==> src/rtl/vga_defs_pkg.sv <==
// Shared VGA display definitions: resolution select, frame geometry and pixel format.
package vga_defs;

  typedef enum logic [0:0] {RES_640X480, RES_800X600} vgaRes_t;

  localparam vgaRes_t RESOLUTION = RES_640X480;
  localparam int PIXEL_SIZE = 8;
  localparam int WIDTH  = (RESOLUTION == RES_800X600) ? 800 : 640;
  localparam int HEIGHT = (RESOLUTION == RES_800X600) ? 600 : 480;

  // Counter width able to hold 0..n-1, never narrower than one bit.
  function automatic int ctrWidth(input int n);
    return (n > 1) ? $clog2(n) : 1;
  endfunction

endpackage

==> src/rtl/vga_pix_fifo.sv <==
// Synchronous pixel prefetch FIFO with occupancy count and single-cycle flush.
module vga_pix_fifo #(
  parameter int DATA_W = 8,
  parameter int DEPTH  = 16
) (
  input  logic                   clk,
  input  logic                   resetn,
  input  logic                   flush,
  input  logic                   push,
  input  logic [DATA_W-1:0]      pushData,
  input  logic                   pop,
  output logic [DATA_W-1:0]      head,
  output logic [$clog2(DEPTH):0] count,
  output logic                   empty
);

  localparam int PTR_W = $clog2(DEPTH);

  logic [DATA_W-1:0] mem [DEPTH];
  logic [PTR_W-1:0]  wrPtr, rdPtr;
  logic              doPush, doPop;

  assign empty  = (count == '0);
  assign head   = mem[rdPtr];
  assign doPop  = pop && !empty;
  assign doPush = push && ((count != (PTR_W+1)'(DEPTH)) || doPop);

  // NOTE: the storage array has no reset; validity is tracked by the pointers and count alone.
  always_ff @(posedge clk) begin
    if (doPush && !flush) mem[wrPtr] <= pushData;
  end

  // NOTE: sequential state uses non-blocking assignments so every register samples pre-edge values.
  always_ff @(posedge clk or negedge resetn) begin
    if (!resetn) begin
      wrPtr <= '0;
      rdPtr <= '0;
      count <= '0;
    end else if (flush) begin
      wrPtr <= '0;
      rdPtr <= '0;
      count <= '0;
    end else begin
      if (doPush) wrPtr <= wrPtr + 1'b1;
      if (doPop)  rdPtr <= rdPtr + 1'b1;
      count <= count + {{PTR_W{1'b0}}, doPush} - {{PTR_W{1'b0}}, doPop};
    end
  end

endmodule

==> src/rtl/vga_fb_scanout.sv <==
// Framebuffer scanout: prefetches pixels from cellular RAM over a req/ack port
// and presents one pixel per display-enable cycle, with optional 2x doubling.
module vga_fb_scanout
  import vga_defs::*;
#(
  parameter int H_ACTIVE   = WIDTH,
  parameter int V_ACTIVE   = HEIGHT,
  parameter int PIXEL_W    = PIXEL_SIZE,
  parameter int ADDR_W     = 26,
  parameter int FIFO_DEPTH = 16
) (
  input  logic               clk,
  input  logic               resetn,
  input  logic               frame_start,
  input  logic               de,
  input  logic [ADDR_W-1:0]  fb_base,
  input  logic               double_en,
  output logic               mem_req,
  output logic [ADDR_W-1:0]  mem_addr,
  input  logic               mem_ack,
  input  logic               mem_rvalid,
  input  logic [PIXEL_W-1:0] mem_rdata,
  output logic [PIXEL_W-1:0] pixel,
  output logic               underflow
);

  localparam int X_W   = ctrWidth(H_ACTIVE);
  localparam int Y_W   = ctrWidth(V_ACTIVE);
  localparam int CNT_W = $clog2(FIFO_DEPTH) + 1;

  typedef enum logic [1:0] {S_IDLE, S_REQ, S_WAIT, S_DONE} state_t;

  state_t             state, stateNext;
  logic               doubleMode, dropPending, secondPass, showPhase;
  logic [ADDR_W-1:0]  curAddr, lineStart;
  logic [X_W-1:0]     xCnt;
  logic [Y_W-1:0]     yCnt;
  logic [CNT_W-1:0]   fifoCount;
  logic               fifoEmpty;
  logic [PIXEL_W-1:0] fifoHead;
  logic               lineEnd, lastFetch, fetchDone, accepted, outstanding, creditOk;
  logic               fifoPop;

  assign mem_addr    = curAddr;
  assign accepted    = mem_req && mem_ack;
  assign fetchDone   = (state == S_WAIT) && mem_rvalid;
  assign outstanding = dropPending || (state == S_WAIT);
  assign creditOk    = (int'(fifoCount) + int'(outstanding)) < FIFO_DEPTH;

  assign lineEnd   = doubleMode ? (xCnt == X_W'(H_ACTIVE/2 - 1)) : (xCnt == X_W'(H_ACTIVE - 1));
  assign lastFetch = lineEnd && (doubleMode ? (secondPass && (yCnt == Y_W'(V_ACTIVE/2 - 1)))
                                            : (yCnt == Y_W'(V_ACTIVE - 1)));

  always_ff @(posedge clk or negedge resetn) begin
    if (!resetn) state <= S_IDLE;
    else         state <= stateNext;
  end

  always_comb begin
    // NOTE: defaults first so every path assigns every output and no latch is inferred.
    stateNext = state;
    mem_req   = 1'b0;
    case (state)
      S_IDLE: ;
      S_REQ: begin
        mem_req = !dropPending && creditOk;
        if (mem_req && mem_ack) stateNext = S_WAIT;
      end
      S_WAIT:  if (mem_rvalid) stateNext = lastFetch ? S_DONE : S_REQ;
      S_DONE: ;
      default: stateNext = S_IDLE;
    endcase
    if (frame_start) stateNext = S_REQ;
  end

  // A read already accepted when a new frame begins must drain before the next request.
  always_ff @(posedge clk or negedge resetn) begin
    if (!resetn)          dropPending <= 1'b0;
    else if (frame_start) dropPending <= accepted || ((dropPending || state == S_WAIT) && !mem_rvalid);
    else if (mem_rvalid)  dropPending <= 1'b0;
  end

  always_ff @(posedge clk or negedge resetn) begin
    if (!resetn) begin
      doubleMode <= 1'b0;
      curAddr    <= '0;
      lineStart  <= '0;
      xCnt       <= '0;
      yCnt       <= '0;
      secondPass <= 1'b0;
    end else if (frame_start) begin
      doubleMode <= double_en;
      curAddr    <= fb_base;
      lineStart  <= fb_base;
      xCnt       <= '0;
      yCnt       <= '0;
      secondPass <= 1'b0;
    end else if (fetchDone && !lastFetch) begin
      if (!lineEnd) begin
        xCnt    <= xCnt + 1'b1;
        curAddr <= curAddr + 1'b1;
      end else begin
        xCnt <= '0;
        if (doubleMode && !secondPass) begin
          secondPass <= 1'b1;
          curAddr    <= lineStart;
        end else begin
          secondPass <= 1'b0;
          yCnt       <= yCnt + 1'b1;
          curAddr    <= curAddr + 1'b1;
          lineStart  <= curAddr + 1'b1;
        end
      end
    end
  end

  // In doubled mode the head is shown twice and only popped on its second showing.
  assign fifoPop = de && !fifoEmpty && (!doubleMode || showPhase);

  always_ff @(posedge clk or negedge resetn) begin
    if (!resetn) begin
      pixel     <= '0;
      underflow <= 1'b0;
      showPhase <= 1'b0;
    end else begin
      pixel <= (de && !fifoEmpty) ? fifoHead : '0;
      if (de && fifoEmpty) underflow <= 1'b1;
      if (frame_start)                          showPhase <= 1'b0;
      else if (de && !fifoEmpty && doubleMode)  showPhase <= !showPhase;
    end
  end

  vga_pix_fifo #(
    .DATA_W (PIXEL_W),
    .DEPTH  (FIFO_DEPTH)
  ) u_fifo (
    .clk      (clk),
    .resetn   (resetn),
    .flush    (frame_start),
    .push     (fetchDone && !frame_start),
    .pushData (mem_rdata),
    .pop      (fifoPop),
    .head     (fifoHead),
    .count    (fifoCount),
    .empty    (fifoEmpty)
  );

endmodule

==> config.mk <==
export PLATFORM = sky130hd
export DESIGN_NAME = vga_fb_scanout
export DESIGN_NICKNAME = d
export VERILOG_FILES = /design/src/rtl/vga_defs_pkg.sv /design/src/rtl/vga_pix_fifo.sv /design/src/rtl/vga_fb_scanout.sv
export SDC_FILE = /design/constraint.sdc
export NUM_CORES = 1
export LEC_CHECK = 0
export ABC_AREA = 1
export CAP_MARGIN = 20
export CORE_AREA = 2 2 147 149
export DETAILED_ROUTE_END_ITERATION = 12
export DIE_AREA = 0 0 149 151
export GPL_TIMING_DRIVEN = 0
export PLACE_DENSITY = 0.73
export SLEW_MARGIN = 15
export SYNTH_ARGS = -nofsm -noshare
export SYNTH_HDL_FRONTEND = slang
export SYNTH_SLANG_ARGS = --single-unit
==> constraint.sdc <==
create_clock -name clk -period 6.2 [get_ports clk]
set_input_delay 1.86 -clock clk [delete_from_list [all_inputs] [get_ports clk]]
set_output_delay 1.86 -clock clk [all_outputs]
set_load 0.05 [all_outputs]
Word level (Yosys, flattened, before mapping):

Memory sizes are Yosys's and may differ from the RTL's.
Index checks and enable logic that the tools add are counted.

* RAM bits: 128
* flip-flop bits (word level): 99
* memories kept: 1
* word-level logic and storage cells: 112
* output and inout bits: 36
* input port bits: 41

* equal/unequal tests: 10
* order comparisons: 1
* add/sub/neg operators: 8
* muxes and demuxes: 38
* reduce and logical (&&, ||, !) cells: 40

Memories
* u_fifo.mem: words 16, width 8, read ports 1, clocked after Yosys merged registers in 0, write ports 1, line vga_pix_fifo.sv:19 `logic [DATA_W-1:0] mem [DEPTH];`

Operator list (number)
* $mux W26: 7
* $mux W9: 4
* $mux W10: 3
* $add A26 B1 Y26 const B: 1
* $logic_and A1 B1 Y1: 17
* $mux W4: 4
* $mux W1: 13
* $reduce_bool A2 Y1: 6
* $add A10 B1 Y10 const B: 1
* $eq A10 B10 Y1 const B: 1
* $eq A10 B9 Y1 const B: 1
* $add A9 B1 Y9 const B: 1
* $eq A9 B8 Y1 const B: 1
* $eq A9 B9 Y1 const B: 1
* $add A4 B1 Y4 const B: 2
* $logic_not A1 Y1: 8
* $mux W2: 4
* $mux W8: 1
* $add A5 B1 Y6: 1
* $lt A6 B5 Y1 const B: 1
* $ne A3 B3 Y1 const B: 2
* $reduce_and A3 Y1: 2
* $add A5 B1 Y5: 1
* $logic_not A5 Y1: 1
* other kinds (10): 13

Logic depth before layout (Yosys ltp):

Gate-level depths: netlist of run 1.

* depth in word-level cells: 10
* depth in mapped cells: 20
* gate-level depth less buffers: 20

Cells and area by module:

A second synthesis of run 1 with hierarchy kept.

* cells, all modules: 1461
* area total of the unflattened synthesis: 11772.5 µm²

By module, submodules not included
* vga_pix_fifo: sequential area each 4169.0 µm², instances 1, area an instance 6362.4 µm², cells each 643
* vga_fb_scanout: sequential area each 2152.1 µm², instances 1, area an instance 5410.2 µm², cells each 818

Least setup slack after synthesis of run 1:

Ideal clock, no wire load.

* path kind: reg2out
* from: register u_fifo.count[2]
* to: output mem_req
* path buffers: 0
* data required time: 4.340 ns
* stages on the path, launching flop included: 7
* setup slack: 2.428 ns
* arrival: 1.912 ns
* cells stage by stage: dfrtp_1 ha_1 nand2_1 inv_1 nand4_1 nand2_1 nor3_1

* cells in the longest elaborated chain, start to end: 4

RTL lines
* start, declared: line vga_pix_fifo.sv:13 `output logic [$clog2(DEPTH):0] count,`
* start signal, assigned: line vga_pix_fifo.sv:46 `count <= count + {{PTR_W{1'b0}}, doPush} - {{PTR_W{1'b0}}, doPop};`
* $add A5 B1 Y6: line vga_fb_scanout.sv:48 `assign creditOk = (int'(fifoCount) + int'(outstanding)) < FIFO_DEPTH;`
* $lt A6 B5 Y1: line vga_fb_scanout.sv:48
* $logic_and A1 B1 Y1: line vga_fb_scanout.sv:66 `mem_req = !dropPending && creditOk;`
* $mux W1: line vga_fb_scanout.sv:63 `case (state)`
* end, declared: line vga_fb_scanout.sv:18 `output logic mem_req,`

Every way passes these cells.

Worst setup path in the final report of run 1:

* from: register state[0]
* to: output mem_req

* cells in the longest elaborated chain, start to end: 6
* elaborated cells on any way between the ends: 7
* those cells by class: 1 x add/sub; 1 x order compare; 2 x eq/ne; 1 x mux; 2 x reduce/logical

RTL lines
* start, declared: line vga_fb_scanout.sv:33 `state_t state, stateNext;`
* start signal, assigned: line vga_fb_scanout.sv:56 `else state <= stateNext;`
* $eq A2 B2 Y1: line vga_fb_scanout.sv:47 `assign outstanding = dropPending || (state == S_WAIT);`
* $logic_or A1 B1 Y1: line vga_fb_scanout.sv:47
* $add A5 B1 Y6: line vga_fb_scanout.sv:48
* $lt A6 B5 Y1: line vga_fb_scanout.sv:48
* $logic_and A1 B1 Y1: line vga_fb_scanout.sv:66
* $mux W1 *: line vga_fb_scanout.sv:63

Mark *: on every way between the ends. The rest lies on a longest branch, timed or not.

==> out/qor.csv, run 1 <==
metric;value;unit
run status;finished clean;
Total GRT Usage;26.6;%
relative slew slack;39.6;%
Setup WS pre-CTS;1540;ps
synthesis-to-finish area growth;16.7;%
layout cells sized above 1;6.22;%
Synth Cell Area;11200;sq um
Max-Cap Viols;0;
Post-Syn Nets;1290;
Most used DFF post-synth;edfxtp_1;
PD cells;355;nW/um^2
final wirelength;29400;um
post-CTS setup buffers;0;
Synth Instances;1231;
vias in the first global route;8947;
first-pass GRT wire length;46400;um
hold_ws;469;ps
clock slew at reported path FFs;60;ps
Ports;77;
Setup crit end kind;output pin;
clk sink count;227;
Cell Rows;53;
Critical Path RT;4340;ps
Hold Path Stages;2;
cts hold-fix bufs;0;
R2R depth;20;
PortBufs;75;
number of synthesized flops with an enable pin;128;
critical path data arrival time;2560;ps
Die X;149;um
Min Clock Period, post-route;4420;ps
maximum VDD drop;0.000223;V
P_leak;5.35;nW
final core utilization;62.6;%
Fillers;1781;
non-filler cells in the finished layout;1626;
crit path capture;mem_req;
CTS Root Cell;clkbuf_16;
crit path from;state[0];
Synth top area share;34.4;%
Final Hold Vio Count;0;
final setup violation count;0;
RSZ-0062 raised after global routing;no;
DR iter-0 viols;751;
Hold Crit Class;register to register;
register bit total from synthesis;227;
Synth cell types;45;
Slew @ Worst Pin;902;ps
CTS resizes;0;
fin nets;1392;
Die Span Y;151;um
maximum single-stage delay on the critical path;870;ps
total die area;22500;sq um
CP cell instances;inv_1, nand2_1, nand2_1, nand3_1, nand2_1, nand2_1, nor3_1, clkdlybuf4s50_1;
worst reg2reg setup slack;3050;ps
number of diodes;0;
top cells by area, synth;edfxtp_1 (34%), dfrtp_1 (22%), nand2_1 (8.7%);
Via density;5.66;
GPL Wtd Cong;0.945;
Initial Util;53.6;%
most common cell after layout, fill and taps aside;nand2_1;
clock buffer depth;3;
Placed Instances;1582;
Worst path most repeated cell;nand2_1;
largest net degree at the start of global routing;57;
wire length per cell;18.1;um
CTS tree;done;
sequential area share after synthesis;56.6;%
largest area contributor in the netlist;edfxtp_1;
kind of critical path;register to output pin;
post-DP HPWL;20200;um
initial antenna violation count;0;
Core Area;20800;sq um
DR pass1 iterations;5;
yosys warns;0;
Post-Syn Area per Cell;9.07;sq um
worst flop-to-flop path startpoint;u_fifo.count[2];
Clk Latency, worst-skew pair;510;ps
setup slack after layout;1780;ps
CP max stage cell;clkdlybuf4s50_1;
FFs w/ async S/R, synth;43.6;%
Max Slew Vio Count;0;
CTS H-tree depth;1;
DRC violations left;0;
most frequent cells in the layout;nand2_1 (258), nor2_1 (184), edfxtp_1 (128), o21ai_0 (109), inv_1 (100);
fin crit share;71.3;%
vias;9209;
Num CTS Buffers;24;
RR Endpoint;u_fifo.count[4];
Max Clock Skew;8.95;ps
total congestion overflow;0;
Routed Antenna Nets;0;
maximum clock rate;226;MHz
Worst setup SP type;register;
crit-path max FO;4;
Tot Pwr;4.63;mW
## where the power goes
| group | internal [mW] | total (mW) | switching [mW] | leakage, nW |
|---|---|---|---|---|
| clock | 0.797 | 1.37 | 0.572 | 0.361 |
| sequential | 1.74 | 1.89 | 0.147 | 2.37 |
| combinational | 0.444 | 1.37 | 0.927 | 2.62 |
## Yosys cell counts (21+ instances only)
master,n
a21oi_1,45
clkbuf_1,29
dfrtp_1,99
edfxtp_1,128
inv_1,100
nand2_1,258
nand3_1,57
nand4_1,24
nor2_1,184
nor3_1,21
o21ai_0,109
o22ai_1,25
## per-layer routing
layer	track usage [%]	part of all wire [%]
met2	44.8	49
met4	10.9	3.6
met3	2.98	7.3
met5	0	0
met1	35.3	40
## flip-flops by register name, indices dropped and copies added, names as in the netlist
register,flops
showPhase,1
state,2
u_fifo.mem,128
doubleMode,1
u_fifo.count,5
lineStart,26
xCnt,10
pixel,8
dropPending,1
u_fifo.rdPtr,4
u_fifo.wrPtr,4
mem_addr,26
underflow,1
yCnt,9
secondPass,1
## stage by stage
stage	instance area, sq um	setup TNS (ps)
after global routing	13000	0
after floorplan	11200	0
after detailed placement	12300	0
after global placement	12300	-81250
final	13000	0
after CTS	13000	0
## worst max-delay path, delay by kind of cell (launching register included)
family	cells	cell delay (ps)
flip-flops	1	390
buffers and inverters	2	960
AND/OR/NAND/NOR	6	690
## layout make-up
type                    count  area, sq um  share of cell area [%]
flip-flops and latches    227         6320                    48.5
multi-input cells         850         4210                    32.3
repair buffers             76          779                    5.98
clock buffers              38          684                    5.25
inverters                 104          390                    3.00
well taps                 275          344                    2.64
plain buffers              50          243                    1.86
clock inverters             6         53.8                   0.413
## kinds of logic after synthesis
logic type,Yosys count,share of synthesized area (%)
buffers and inverters,154,5.67
XOR/XNOR,25,1.96
AND/OR/NAND/NOR,579,22.1
multiplexers,1,0.0897
AO/OA/AOI/OAI,227,11.4
flip-flops,227,56.6
adder cells (fa/ha/maj),18,2.09
## how the worst min path moves through the flow
stage / start / to
final: lineStart[20] / lineStart[20]
after global routing: lineStart[24] / lineStart[24]
after CTS: lineStart[25] / lineStart[25]
after detailed placement: lineStart[25] / lineStart[25]
after global placement: lineStart[25] / lineStart[25]
after floorplan: lineStart[18] / lineStart[18]
Note: power is estimated with default switching activity, not from simulation.
==> inputs of run 2 (changes only) <==
==> constraint.sdc (replaced) <==
create_clock -name clk -period 4.5 [get_ports clk]
set_input_delay 1.35 -clock clk [delete_from_list [all_inputs] [get_ports clk]]
set_output_delay 1.35 -clock clk [all_outputs]
set_load 0.05 [all_outputs]
==> results of run 2 <==
The final DEF is identical to that of run 1. Status: finished clean.
Among the figures that moved: setup slack after placement 1540 ps -> 350 ps; setup slack after layout 1780 ps -> 590 ps; register-to-register setup slack 3050 ps -> 1350 ps; total power 4.63 mW -> 6.37 mW; worst IR drop on VDD 0.000223 V -> 0.000307 V
